`config.mk`:
```
export PLATFORM = sky130hd
export DESIGN_NAME = control_unit
export DESIGN_NICKNAME = d
export VERILOG_FILES = /design/src/rtl/cpu_pkg.sv /design/src/rtl/cw_decode.sv /design/src/rtl/control_unit.sv
export SDC_FILE = /design/constraint.sdc
export NUM_CORES = 1
export LEC_CHECK = 0
export CORE_UTILIZATION = 41
export DETAILED_ROUTE_END_ITERATION = 8
export GPL_TIMING_DRIVEN = 0
export PLACE_DENSITY = 0.63
export REMOVE_ABC_BUFFERS = 1
export SLEW_MARGIN = 15
export SYNTH_ARGS = -nofsm -noshare
export SYNTH_HDL_FRONTEND = slang
export SYNTH_SLANG_ARGS = --single-unit
```
`constraint.sdc`:
```
create_clock -name CLK -period 3.5 [get_ports CLK]
set_input_delay 0.7 -clock CLK [delete_from_list [all_inputs] [get_ports CLK]]
set_output_delay 0.7 -clock CLK [all_outputs]
set_load 0.01 [all_outputs]
```
`src/rtl/cpu_pkg.sv`:
```
// Shared definitions for the hardwired sequencer: opcodes, function-select
// codes, FSM states, control-word layout and the decoded-instruction record.
package cpu_pkg;

  localparam logic [3:0] OP_NOP  = 4'h0;
  localparam logic [3:0] OP_ALU0 = 4'h1;
  localparam logic [3:0] OP_ALU1 = 4'h2;
  localparam logic [3:0] OP_ADDI = 4'h3;
  localparam logic [3:0] OP_LDI  = 4'h4;
  localparam logic [3:0] OP_LD   = 4'h5;
  localparam logic [3:0] OP_ST   = 4'h6;
  localparam logic [3:0] OP_BRZ  = 4'h7;
  localparam logic [3:0] OP_BRN  = 4'h8;
  localparam logic [3:0] OP_JMP  = 4'h9;
  localparam logic [3:0] OP_HALT = 4'hF;

  localparam logic [3:0] FS_MOVA = 4'b0000;
  localparam logic [3:0] FS_ADD  = 4'b0010;
  localparam logic [3:0] FS_SUB  = 4'b0101;
  localparam logic [3:0] FS_MOVB = 4'b1100;

  typedef enum logic [2:0] {
    S_IDLE,
    S_FETCH,
    S_EX1,
    S_EX2,
    S_EX3,
    S_HALT
  } state_t;

  // Control word layout: DA[15:13] AA[12:10] BA[9:7] MB[6] FS[5:2] MD[1] RW[0]
  localparam int DA_MSB = 15;
  localparam int DA_LSB = 13;
  localparam int AA_MSB = 12;
  localparam int AA_LSB = 10;
  localparam int BA_MSB = 9;
  localparam int BA_LSB = 7;
  localparam int MB_BIT = 6;
  localparam int FS_MSB = 5;
  localparam int FS_LSB = 2;
  localparam int MD_BIT = 1;
  localparam int RW_BIT = 0;

  typedef struct packed {
    logic [2:0]  da;
    logic [2:0]  aa;
    logic [2:0]  ba;
    logic        mb;
    logic [3:0]  fs;
    logic        md;
    logic        writes;
    logic        is_st;
    logic        is_br;
    logic        br_on_n;
    logic        is_jmp;
    logic        is_halt;
    logic        illegal;
    logic [15:0] cin;
  } dec_t;

  // Assemble a control word from decoded fields with the given RW bit
  function automatic logic [15:0] pack_cw(input dec_t d, input logic rw);
    logic [15:0] w;
    w = '0;
    w[DA_MSB:DA_LSB] = d.da;
    w[AA_MSB:AA_LSB] = d.aa;
    w[BA_MSB:BA_LSB] = d.ba;
    w[MB_BIT]        = d.mb;
    w[FS_MSB:FS_LSB] = d.fs;
    w[MD_BIT]        = d.md;
    w[RW_BIT]        = rw;
    return w;
  endfunction

endpackage

```
`src/rtl/cw_decode.sv`:
```
// Combinational instruction decoder: instruction word to control fields,
// constant bus value and instruction-class flags.
module cw_decode
  import cpu_pkg::*;
(
  input  logic [15:0] ir,
  output dec_t        dec
);

  logic [3:0] op;
  assign op = ir[15:12];

  // Register selects pass straight through; opcode selects the rest
  always_comb begin
    dec    = '0;
    dec.da = ir[11:9];
    dec.aa = ir[8:6];
    dec.ba = ir[5:3];
    case (op)
      OP_NOP: ;
      OP_ALU0: begin
        dec.fs     = {1'b0, ir[2:0]};
        dec.writes = 1'b1;
      end
      OP_ALU1: begin
        dec.fs     = {1'b1, ir[2:0]};
        dec.writes = 1'b1;
      end
      OP_ADDI: begin
        dec.fs     = FS_ADD;
        dec.mb     = 1'b1;
        dec.cin    = {10'd0, ir[5:0]};
        dec.writes = 1'b1;
      end
      OP_LDI: begin
        dec.fs     = FS_MOVB;
        dec.mb     = 1'b1;
        dec.cin    = {10'd0, ir[5:0]};
        dec.writes = 1'b1;
      end
      OP_LD: begin
        dec.md     = 1'b1;
        dec.writes = 1'b1;
      end
      OP_ST:   dec.is_st = 1'b1;
      OP_BRZ: begin
        dec.fs    = FS_MOVA;
        dec.is_br = 1'b1;
      end
      OP_BRN: begin
        dec.fs      = FS_MOVA;
        dec.is_br   = 1'b1;
        dec.br_on_n = 1'b1;
      end
      OP_JMP:  dec.is_jmp  = 1'b1;
      OP_HALT: dec.is_halt = 1'b1;
      default: dec.illegal = 1'b1;
    endcase
  end

endmodule

```
`src/rtl/control_unit.sv`:
```
// Hardwired sequencer: fetches from the instruction ROM at PC, holds the
// instruction in IR and steps it through FETCH/EX1/EX2/EX3, driving the
// datapath control word, constant bus, memory write and PC update.
module control_unit
  import cpu_pkg::*;
#(
  parameter logic [15:0] PC_RESET = 16'h0000
) (
  input  logic        CLK,
  input  logic        RESET,
  input  logic        start,
  input  logic [15:0] Instr,
  input  logic        V,
  input  logic        C,
  input  logic        N,
  input  logic        Z,
  output logic [15:0] PC,
  output logic [15:0] CTRWRD,
  output logic [15:0] Cin,
  output logic        MW,
  output logic        halted,
  output logic        illegal
);

  state_t      state;
  logic [15:0] ir;
  logic [15:0] dec_in;
  dec_t        dec;
  logic        taken;
  logic [15:0] pc_inc;
  logic [15:0] br_target;
  logic        flags_unused;

  // Overflow and carry play no part in branch resolution
  assign flags_unused = V ^ C;

  // Outputs are registered, so the word entering EX1 must be decoded while
  // it is still on the ROM bus; afterwards IR is the source.
  assign dec_in = (state == S_FETCH) ? Instr : ir;

  cw_decode u_decode (
    .ir  (dec_in),
    .dec (dec)
  );

  assign taken     = dec.is_br & (dec.br_on_n ? N : Z);
  assign pc_inc    = PC + 16'd1;
  assign br_target = pc_inc + {{10{ir[5]}}, ir[5:0]};

  // Sequencer FSM with registered control outputs and PC/IR update
  always_ff @(posedge CLK or posedge RESET) begin
    if (RESET) begin
      state   <= S_IDLE;
      PC      <= PC_RESET;
      ir      <= '0;
      CTRWRD  <= '0;
      Cin     <= '0;
      MW      <= 1'b0;
      halted  <= 1'b0;
      illegal <= 1'b0;
    end else begin
      MW      <= 1'b0;
      illegal <= 1'b0;
      case (state)
        S_IDLE: begin
          if (start) state <= S_FETCH;
        end
        S_FETCH: begin
          ir     <= Instr;
          CTRWRD <= pack_cw(dec, 1'b0);
          Cin    <= dec.cin;
          state  <= S_EX1;
        end
        S_EX1: begin
          MW    <= dec.is_st;
          state <= S_EX2;
        end
        S_EX2: begin
          CTRWRD[RW_BIT] <= dec.writes;
          illegal        <= dec.illegal;
          state          <= S_EX3;
        end
        S_EX3: begin
          CTRWRD <= '0;
          Cin    <= '0;
          if (dec.is_halt) begin
            halted <= 1'b1;
            state  <= S_HALT;
          end else begin
            if (dec.is_jmp)  PC <= {4'd0, ir[11:0]};
            else if (taken)  PC <= br_target;
            else             PC <= pc_inc;
            state <= S_FETCH;
          end
        end
        S_HALT: ;
        default: state <= S_IDLE;
      endcase
    end
  end

endmodule
```
* Word-level counts from Yosys, hierarchy flattened
Index checks and enable logic that the tools add are counted.
** Operators by class
- Bitwise logic cells :: 3
- Reduce and logical (&&, ||, !) cells :: 12
- Multiplexer cells :: 23
- Equal/unequal tests :: 16
- $add $sub $neg :: 2
** Operators with widths (number)
- 16-bit two-way mux :: 3
- 16-bit one-hot mux with 2 select lines :: 1
- 15-bit one-hot mux with 2 select lines :: 1
- 3-bit one-hot mux with 6 select lines :: 1
- 16-bit by 1-bit adder with 16-bit output (second input constant) :: 1
- 16-bit adder :: 1
- 4-bit by 3-bit == test with 1-bit output (second input constant) :: 4
- 4-bit one-hot mux with 4 select lines :: 1
- 4-bit == test (second input constant) :: 3
- 1-bit two-way mux :: 12
- 11-bit OR reduction :: 1
- 4-bit by 2-bit == test with 1-bit output (second input constant) :: 2
- 3-bit by 2-bit == test with 1-bit output (second input constant) :: 2
- 3-bit == test (second input constant) :: 2
- 3-bit two-way mux :: 2
- 6-bit two-way mux :: 1
- 2-bit AND reduction :: 3
- 2-bit OR reduction :: 3
- 5-bit OR reduction :: 1
- 4-bit by 1-bit == test with 1-bit output (second input constant) :: 1
- 4-bit logical NOT :: 1
- 2-bit nonzero test :: 2
- 3-bit by 1-bit == test with 1-bit output (second input constant) :: 1
- 3-bit logical NOT :: 1
- 4 further kinds :: 5
** Word-level totals
- Register bits after elaboration :: 70
- Bits of input ports :: 23
- Output and inout bits :: 51
- Word-level logic and storage cells :: 65

* Depth between registers and ports, before layout
Gate-level depths: netlist (run 1).
- Word-level depth :: 8
- Mapped depth :: 14
- Gate-level depth less buffers :: 14

* Modules after synthesis
A second synthesis (run 1) with hierarchy kept.
** Unflattened totals
- Cells, all modules :: 420
- Area, all modules :: 4235.3 um2
** By module, submodules not included
- control_unit :: area each 3772.4 um2, seq. area each 1751.7 um2, times used 1, cells an instance 355
- cw_decode :: area each 462.9 um2, seq. area each 0.0 um2, times used 1, cells an instance 65

* Worst setup path before layout (run 1)
No wires, ideal clock.
- Kind :: register -> register
- Start :: register PC[2]
- End :: register PC[15]
- Buffers on the path :: 0
- Data arrival time :: 3.239 ns
- Slack :: 0.195 ns
- Clock period less this slack :: 3.305 ns
- Stages on the path, launching flop included :: 13
- Data required time :: 3.434 ns
- Setup time :: 0.066 ns
- Path through :: dfrtp_1 -> nand3_1 -> nor3_1 -> nand3_1 -> xnor2_1 -> ha_1 -> or2_2 -> a21oi_1 -> nor2_1 -> a311oi_1 -> mux2i_1 -> mux4_2 -> nand2_1
** Between the ends
- Word-level cells in the longest chain between the ends :: 4
** RTL lines
- from (decl) :: line control_unit.sv:17 : output logic [15:0] PC,
- from (signal assigned) :: line control_unit.sv:90 : if (dec.is_jmp) PC <= {4'd0, ir[11:0]};
- from (signal assigned) :: line control_unit.sv:91 : else if (taken) PC <= br_target;
- from (signal assigned) :: line control_unit.sv:92 : else PC <= pc_inc;
- 16-bit by 1-bit adder with 16-bit output * :: line control_unit.sv:47 : assign pc_inc = PC + 16'd1;
- 16-bit adder :: line control_unit.sv:48 : assign br_target = pc_inc + {{10{ir[5]}}, ir[5:0]};
- 16-bit two-way mux * :: line control_unit.sv:91
- 16-bit two-way mux * :: line control_unit.sv:90
Every way passes the cells marked *; elsewhere a longest branch is shown, timed or not.
A chain may end at the register's enable or synchronous reset.

* Worst setup path after layout (run 1)
- Start :: register PC[0]
- End :: register PC[15]
The elaborated chain is that of the path after synthesis.

==> flow_metrics.env, run 1 <==
export IMPL_p_comb_share_pct=57.7
export IMPL_overflow=0
export IMPL_setup_worst_path_start_class="flop"
export IMPL_cts_tree="yes"
export IMPL_clkTransAtPathRegs_ns=0.08
export IMPL_dr_max_layer_used="met4"
export IMPL_placed_area_sq_um=4484
export IMPL_worst_ep_arrival_time_ns=3.59
export IMPL_avgSynthCellArea_sq_um=9.117
export IMPL_grt_pass1_vias=3126
export IMPL_stdcell_count=602
export IMPL_wl_met1_mm=4.640
export IMPL_dp_cells=574
export IMPL_synth_cells=422
export IMPL_synth_edff_count=0
export IMPL_die_area_sq_um=9775
export IMPL_dp_hpwl_mm=6.415
export IMPL_port_buffers=61
export IMPL_status="complete, no violations"
export IMPL_setup_tns_final_ns=0
export IMPL_grt_use_total_pct=19.52
export IMPL_route_met2_wl_mm=4.164
export IMPL_path_class="reg2reg"
export IMPL_netSwitchingFraction_pct=42.77
export IMPL_firstDrtPassIters=4
export IMPL_ys_async_sr_fraction_pct=100.0
export IMPL_fin_crit_ns=3.306
export IMPL_p_per_area_nw_per_um2=974.9
export IMPL_vias=3217
export IMPL_h_tree_depth=3
export IMPL_routabilityCongestion=0.8467
export IMPL_crit_fanout=5
export IMPL_finalClockSkew_ns=0.01367
export IMPL_pin_count=74
export IMPL_hp_class="reg2reg"
export IMPL_die_w_um=98.87
export IMPL_fmaxAchievable_mhz=302.5
export IMPL_cts_buffer_depth=2
export IMPL_internal_power_uw=2763
export IMPL_drive_above_1_share_pct=14.98
export IMPL_antenna_found_initial=0
export IMPL_grt_pass1_wl_mm=15.08
export IMPL_initial_core_util_pct=43.27
export IMPL_n_fill_cell=813
export IMPL_setup_violations=0
export IMPL_wirelength_mm=9.332
export IMPL_hold_violations=0
export IMPL_synth_cell_types=54
export IMPL_power_frac_seq_pct=27.5
export IMPL_wl_per_cell_um=15.50
export IMPL_drv_cap=0
export IMPL_end_kind="flop"
export IMPL_syn_to_final_growth_pct=28.75
export IMPL_ir_drop_mv=0.4226
export IMPL_worstMarginPinSlew_ns=0.8550
export IMPL_rows=34
export IMPL_grt_max_degree=47
export IMPL_p_switching_uw=2066
export IMPL_yosys_warnings=0
export IMPL_critPathMostFrequentCell="nand2_1"
export IMPL_cts_root_buf="clkbuf_8"
export IMPL_drcViolationCount=0
export IMPL_wl_met3_um=387
export IMPL_worstSkewPairLatency_ns=0.34
export IMPL_cts_buffers=9
export IMPL_core_area_sq_um=8891
export IMPL_nets=532
export IMPL_synth_area_sq_um=3847
export IMPL_max_slew_margin_pct=43.00
export IMPL_yosysSeqAreaShare_pct=39.02
export IMPL_required_ns=3.78
export IMPL_slowest_delay_ns=0.54
export IMPL_synth_seq_cells=60
export IMPL_vias_per_cell=5.344
export IMPL_fin_crit_sh_pct=94.45
export IMPL_antenna_left=0
export IMPL_p_clk_share_pct=14.8
export IMPL_final_cell_area_sq_um=4954
export IMPL_fp_dieH_um=98.87
export IMPL_ys_flop_type="dfrtp_1"
export IMPL_cts_sinks=60
export IMPL_diodes=0
export IMPL_crit_chain="ha_4 -> nand3_2 -> nor2_4 -> nand2_1 -> xnor2_2 -> ha_2 -> a21oi_2 -> nand2_1 -> nor3_2 -> nor2_2 -> a311oi_2 -> mux2i_1 -> mux4_2 -> nand2_1"
export IMPL_p_total_uw=4829
export IMPL_crit_slowest_cell="mux4_2"
export IMPL_p_leak_uw=0.002261
export IMPL_drt_initial_drc_count=138
export IMPL_slew_viol_final=0
power groups by stage:
| stage | Clock, uW | Sequential [uW] | Combinational (uW) |
|---|---|---|---|
| finish | 715 | 1330 | 2790 |
| global route | 765 | 1370 | 3070 |
| CTS | 729 | 1300 | 2600 |
| detailed placement | 0 | 1300 | 2570 |
| global placement | 0 | 1290 | 2480 |
| floorplan | 0 | 1310 | 1710 |
layer usage:
layer	GRT usage, %	vias to the layer above
li1	-	1595
met1	27.65	1526
met2	28.99	83
met3	3.830	13
met4	8.381	0
met5	0	-
metrics by stage:
stage / util [%] / hold WS [ns] / setup slack, ns
finish: 55.71 / 0.4574 / 0.1941
CTS: 53.60 / 0.4620 / 0.02565
floorplan: - / 0.4450 / -0.2422
detailed placement: 50.44 / 0.4539 / -0.4546
global placement: 49.86 / 0.4472 / -1.068
global route: 55.71 / 0.5066 / -0.004187
cell type report:
cell class / instances / area (sq um) / share of cell area, %
clock buffers: 10 / 137.6 / 2.778
clock inverters: 6 / 87.58 / 1.768
inverters: 16 / 62.56 / 1.263
multi-input cells: 327 / 2273 / 45.90
flip-flops and latches: 60 / 1510 / 30.49
well taps: 108 / 135.1 / 2.728
repair buffers: 75 / 747.0 / 15.08
synth_stat cells, types with 4 or more instances:
cell type / n / area (sq um)
a211oi_1: 4 / 30.03
a21o_1: 6 / 45.04
a21oi_1: 23 / 115.1
a22o_1: 17 / 148.9
and3_1: 6 / 37.54
buf_4: 13 / 97.59
buf_6: 5 / 56.30
clkbuf_1: 6 / 22.52
dfrtp_1: 60 / 1501
ha_1: 19 / 237.7
inv_1: 15 / 56.30
mux2i_1: 10 / 100.1
nand2_1: 71 / 266.5
nand2b_1: 7 / 43.79
nand3_1: 10 / 50.05
nor2_1: 27 / 101.4
nor2b_1: 5 / 31.28
nor3_1: 10 / 50.05
o21ai_0: 25 / 125.1
o31ai_1: 5 / 37.54
xnor2_1: 18 / 157.7
xor2_1: 10 / 87.58
cells in the final DEF (no fill, tap or decap), types with 3 or more instances in the layout:
cell type | synthesis | routed
a21o_1 | 6 | 6
nor2_1 | 27 | 25
a211oi_1 | 4 | 4
and2_1 | 3 | 3
xnor2_1 | 18 | 15
a21oi_2 | 0 | 3
nor3_1 | 10 | 8
o21ai_0 | 25 | 25
buf_4 | 13 | 11
and3_1 | 6 | 6
nand3_1 | 10 | 6
inv_1 | 15 | 14
dfrtp_1 | 60 | 53
nand2_1 | 71 | 70
xnor2_2 | 0 | 3
xor2_1 | 10 | 10
a22o_1 | 17 | 17
nand3_2 | 0 | 3
nor2b_1 | 5 | 5
o22ai_1 | 3 | 3
mux2i_1 | 10 | 10
conb_1 | 1 | 10
nand2b_1 | 7 | 6
a21oi_1 | 23 | 20
clkbuf_8 | 0 | 10
ha_1 | 19 | 16
o31ai_1 | 5 | 5
clkdlybuf4s50_1 | 0 | 61
dfrtp_2 | 0 | 7
state kept, by name, summed over array words and instances, names as in the netlist:
name and flops:
CTRWRD 16, Cin 6, MW 1, PC 16
halted 1, illegal 1, ir 16, state 3
timing repair:
item | in CTS | in global routing
pin swaps | 2 | 10
endpoints found under the setup margin | 1 | 1
resized for setup | 11 | 24
setup buffers | 1 | 11
hold buffers | 0 | 0
hold endpoints to repair | 0 | 0
worst max-delay path: cells and delay by family, from the launching register on:
family          cells  cell delay, ns
simple gates        7            0.89
mux                 2            0.84
fa+ha+maj           2            0.50
flops               1            0.42
compound gates      2            0.41
xor+xnor            1            0.20
worst paths after layout:
| kind | slack (ns) | to | cells after the start | from |
|---|---|---|---|---|
| max | 0.19 | PC[15] | 14 | PC[0] |
| min | 0.46 | halted | 1 | halted |
| max reg2reg | 0.19 | PC[15] | 14 | PC[0] |
| min reg2reg | 0.46 | halted | 1 | halted |
| max in group asynchronous | 2.35 | PC[1] | 3 | RESET |
| min in group asynchronous | 0.64 | PC[11] | 2 | RESET |
logic make-up (layout without fill, tap and decap cells):
family | count (synthesis) | in the layout | share of synthesized area (%)
other | 1 | 10 | 0.09747
and+or+nand+nor | 153 | 153 | 18.31
adders and majority gates | 21 | 21 | 6.959
buffers and inverters | 44 | 107 | 6.601
DFF | 60 | 60 | 39.02
muxes | 16 | 16 | 5.366
xor gates and xnor gates | 28 | 28 | 6.374
AOI/OAI and AO/OA | 99 | 99 | 17.27
(Power assumes the default switching activity.)
==> inputs of run 2 (changes only) <==
--- a/config.mk
+++ b/config.mk
@@ -5,6 +5,7 @@
 export SDC_FILE = /design/constraint.sdc
 export NUM_CORES = 1
 export LEC_CHECK = 0
+export ABC_CLOCK_PERIOD_IN_PS = 3500
 export CORE_UTILIZATION = 41
 export DETAILED_ROUTE_END_ITERATION = 8
 export GPL_TIMING_DRIVEN = 0
==> results of run 2 <==
The final DEF is identical to that of run 1; final timing and power are the same.
==> inputs of run 3 (changes only) <==
--- a/config.mk
+++ b/config.mk
@@ -14,4 +14,5 @@
 export SLEW_MARGIN = 15
 export SYNTH_ARGS = -nofsm -noshare
 export SYNTH_HDL_FRONTEND = slang
+export SYNTH_HIERARCHICAL = 1
 export SYNTH_SLANG_ARGS = --single-unit
==> flow_metrics.env, run 3 <==
export IMPL_end_kind="flop"
export IMPL_internal_power_uw=1163
export IMPL_route_met2_wl_mm=4.542
export IMPL_fmaxAchievable_mhz=301.7
export IMPL_cts_buffer_depth=2
export IMPL_synth_top_area_share_pct=41.36
export IMPL_layout_common_cells="71 x clkdlybuf4s50_1, 69 x dfrtp_1, 36 x nand2_1"
export IMPL_synth_area_sq_um=4235
export IMPL_status="complete, no violations"
export IMPL_hp_class="reg2reg"
export IMPL_drt_initial_drc_count=148
export IMPL_yosysSeqAreaShare_pct=41.36
export IMPL_cts_tree="yes"
export IMPL_vias=3272
export IMPL_synth_commonest_cells="70 x dfrtp_1, 37 x nand2_1, 32 x a22o_1"
export IMPL_synth_mux_area_share_pct=6.499
export IMPL_clkTransAtPathRegs_ns=0.08
export IMPL_synth_xor_area_share_pct=6.411
export IMPL_antenna_left=0
export IMPL_grt_pass1_vias=3260
export IMPL_holdWs_ns=0.5037
export IMPL_hold_buffers=0
export IMPL_grt_max_degree=52
export IMPL_cts_sinks=70
export IMPL_grt_use_total_pct=19.60
export IMPL_ys_async_sr_fraction_pct=100.0
export IMPL_hold_violations=0
export IMPL_wl_met3_um=395
export IMPL_p_clk_share_pct=43.6
export IMPL_dr_max_layer_used="met4"
export IMPL_synthSimpleGateAreaFrac_pct=12.94
export IMPL_required_ns=3.75
export IMPL_wirelength_mm=10.04
export IMPL_dp_cells=598
export IMPL_antenna_found_initial=0
export IMPL_syn_to_final_growth_pct=24.52
export IMPL_synth_area_top_cells="dfrtp_1 41%, a22o_1 6.6%, ha_1 5.6%, mux2_2 4.8%, xnor2_1 3.9%"
export IMPL_ir_drop_mv=0.1774
export IMPL_fin_crit_sh_pct=94.70
export IMPL_finalCoreUtilization_pct=53.22
export IMPL_synth_edff_count=0
export IMPL_die_area_sq_um=10740
export IMPL_yosysMostFrequentCell="dfrtp_1"
export IMPL_cts_buffers=9
export IMPL_fin_crit_ns=3.315
export IMPL_dp_hpwl_mm=7.180
export IMPL_final_common_cell="clkdlybuf4s50_1"
export IMPL_path_class="reg2reg"
export IMPL_worstSkewPairLatency_ns=0.34
export IMPL_holdPathStages=1
export IMPL_timing_rr_start="state[2]"
export IMPL_diodes=0
export IMPL_min_to="Cin[11]"
export IMPL_synth_seq_cells=70
export IMPL_p_switching_uw=352.7
export IMPL_nets=524
export IMPL_vias_per_cell=5.286
export IMPL_finalClockSkew_ns=0.008008
export IMPL_min_from="Cin[11]"
export IMPL_initial_core_util_pct=42.74
export IMPL_firstDrtPassIters=4
export IMPL_ff2ff_setup_slack_ns=0.19
export IMPL_fp_dieH_um=103.6
export IMPL_final_cell_area_sq_um=5274
export IMPL_slew_viol_final=0
export IMPL_cts_root_buf="clkbuf_8"
export IMPL_h_tree_depth=3
export IMPL_worstMarginPinSlew_ns=0.8649
export IMPL_synth_cell_types=56
export IMPL_setup_violations=0
export IMPL_max_slew_margin_pct=42.03
export IMPL_port_buffers=71
export IMPL_rows=36
export IMPL_ys_flop_type="dfrtp_1"
export IMPL_pin_count=74
export IMPL_avgSynthCellArea_sq_um=10.08
export IMPL_setup_worst_path_start_class="flop"
export IMPL_synthAdderAreaFrac_pct=6.086
export IMPL_drcViolationCount=0
export IMPL_core_area_sq_um=9910
export IMPL_placed_area_sq_um=4999
export IMPL_routabilityCongestion=0.8494
export IMPL_die_w_um=103.6
export IMPL_p_leak_uw=0.002282
export IMPL_reg2reg_to="PC[15]"
export IMPL_synth_top_family_by_area="compound AO/OA/AOI/OAI gates"
export IMPL_drive_above_1_share_pct=13.79
export IMPL_grt_pass1_wl_mm=16.86
export IMPL_synth_compound_area_share_pct=19.79
export IMPL_p_per_area_nw_per_um2=287.4
export IMPL_synth_area_leader_cell="dfrtp_1"
export IMPL_wl_met1_mm=4.997
export IMPL_stdcell_count=619
export IMPL_wl_per_cell_um=16.23
export IMPL_synth_cells=420
export IMPL_p_comb_share_pct=3.1
export IMPL_overflow=0
export IMPL_rr_worst_depth=9
export IMPL_yosys_warnings=6
export IMPL_netSwitchingFraction_pct=23.27
export IMPL_drv_cap=0
export IMPL_power_frac_seq_pct=53.3
export IMPL_crit_fanout=17
export IMPL_worst_ep_arrival_time_ns=3.57
-- run 3: cell types whose count changed in the layout (fill, tap and decap cells not counted), moves of 10 or more --
cell,delta
a22o_1,+15
clkdlybuf4s50_1,+10
dfrtp_1,+16
mux2_2,+17
nand2_1,-34
nor2_1,-12
o21ai_0,-10
o21ai_1,+10
-- run 3: power groups by stage --
stage | clock (uW) | combinational, uW | sequential, uW
global placement | 0 | 42.8 | 824
detailed placement | 0 | 47.8 | 824
floorplan | 0 | 14.2 | 824
global route | 709 | 51.9 | 808
finish | 661 | 46.5 | 808
CTS | 676 | 48.0 | 808
-- run 3: how the worst max path moves through the flow --
stage | from | to | slack, ns
6_report | state[2] | PC[15] | 0.19
5_1_grt | state[0] | PC[15] | -0.02
4_1_cts | state[2] | PC[15] | 0.07
3_5_place_dp | state[0] | PC[15] | -0.89
3_3_place_gp | state[0] | PC[10] | -5.64
2_1_floorplan | state[0] | PC[10] | -2.78
-- run 3: cell type report --
class | count | area, sq um
well taps | 133 | 166.4
fillers | 900 | 4636
clock inverters | 7 | 72.57
repair buffers | 82 | 824.5
clock buffers | 9 | 123.9
multi-input cells | 306 | 2286
flip-flops and latches | 70 | 1753
inverters | 12 | 47.55
-- run 3: kinds of logic after synthesis --
group           Yosys count
flops                    70
buf+inv                  53
other cells               1
compound gates          116
xor+xnor                 31
fa+ha+maj                20
simple gates            105
mux                      24
-- run 3: per-layer routing --
metal / track usage [%] / vias to the layer above
met5: 0 / -
met4: 5.694 / 0
met3: 3.147 / 9
met2: 31.16 / 70
met1: 27.46 / 1569
li1: - / 1624
-- run 3: per-stage QoR --
step | total power [uW] | TNS, ns | setup WS (ns)
after floorplan | 838.4 | -79.66 | -2.785
after global placement | 867.0 | -214.10 | -5.640
after detailed placement | 871.8 | -5.120 | -0.8854
after CTS | 1532 | 0 | 0.06793
after global routing | 1569 | -0.02148 | -0.01692
final | 1516 | 0 | 0.1853
-- run 3: critical path: stages (launching register included) --
cell and delay (ns):
dfrtp_1 0.51, nor3b_4 0.35, mux2_2 0.51, nand2b_1 0.24, o32ai_2 0.47, nand2_4 0.26, nor3_4 0.21, nand2_1 0.07
mux4_2 0.47, o211ai_1 0.11
-- run 3: repair_timing --
action | in CTS | in global routing
setup endpoints to repair | 16 | 2
buffers inserted | 2 | 3
gates resized for setup | 6 | 4
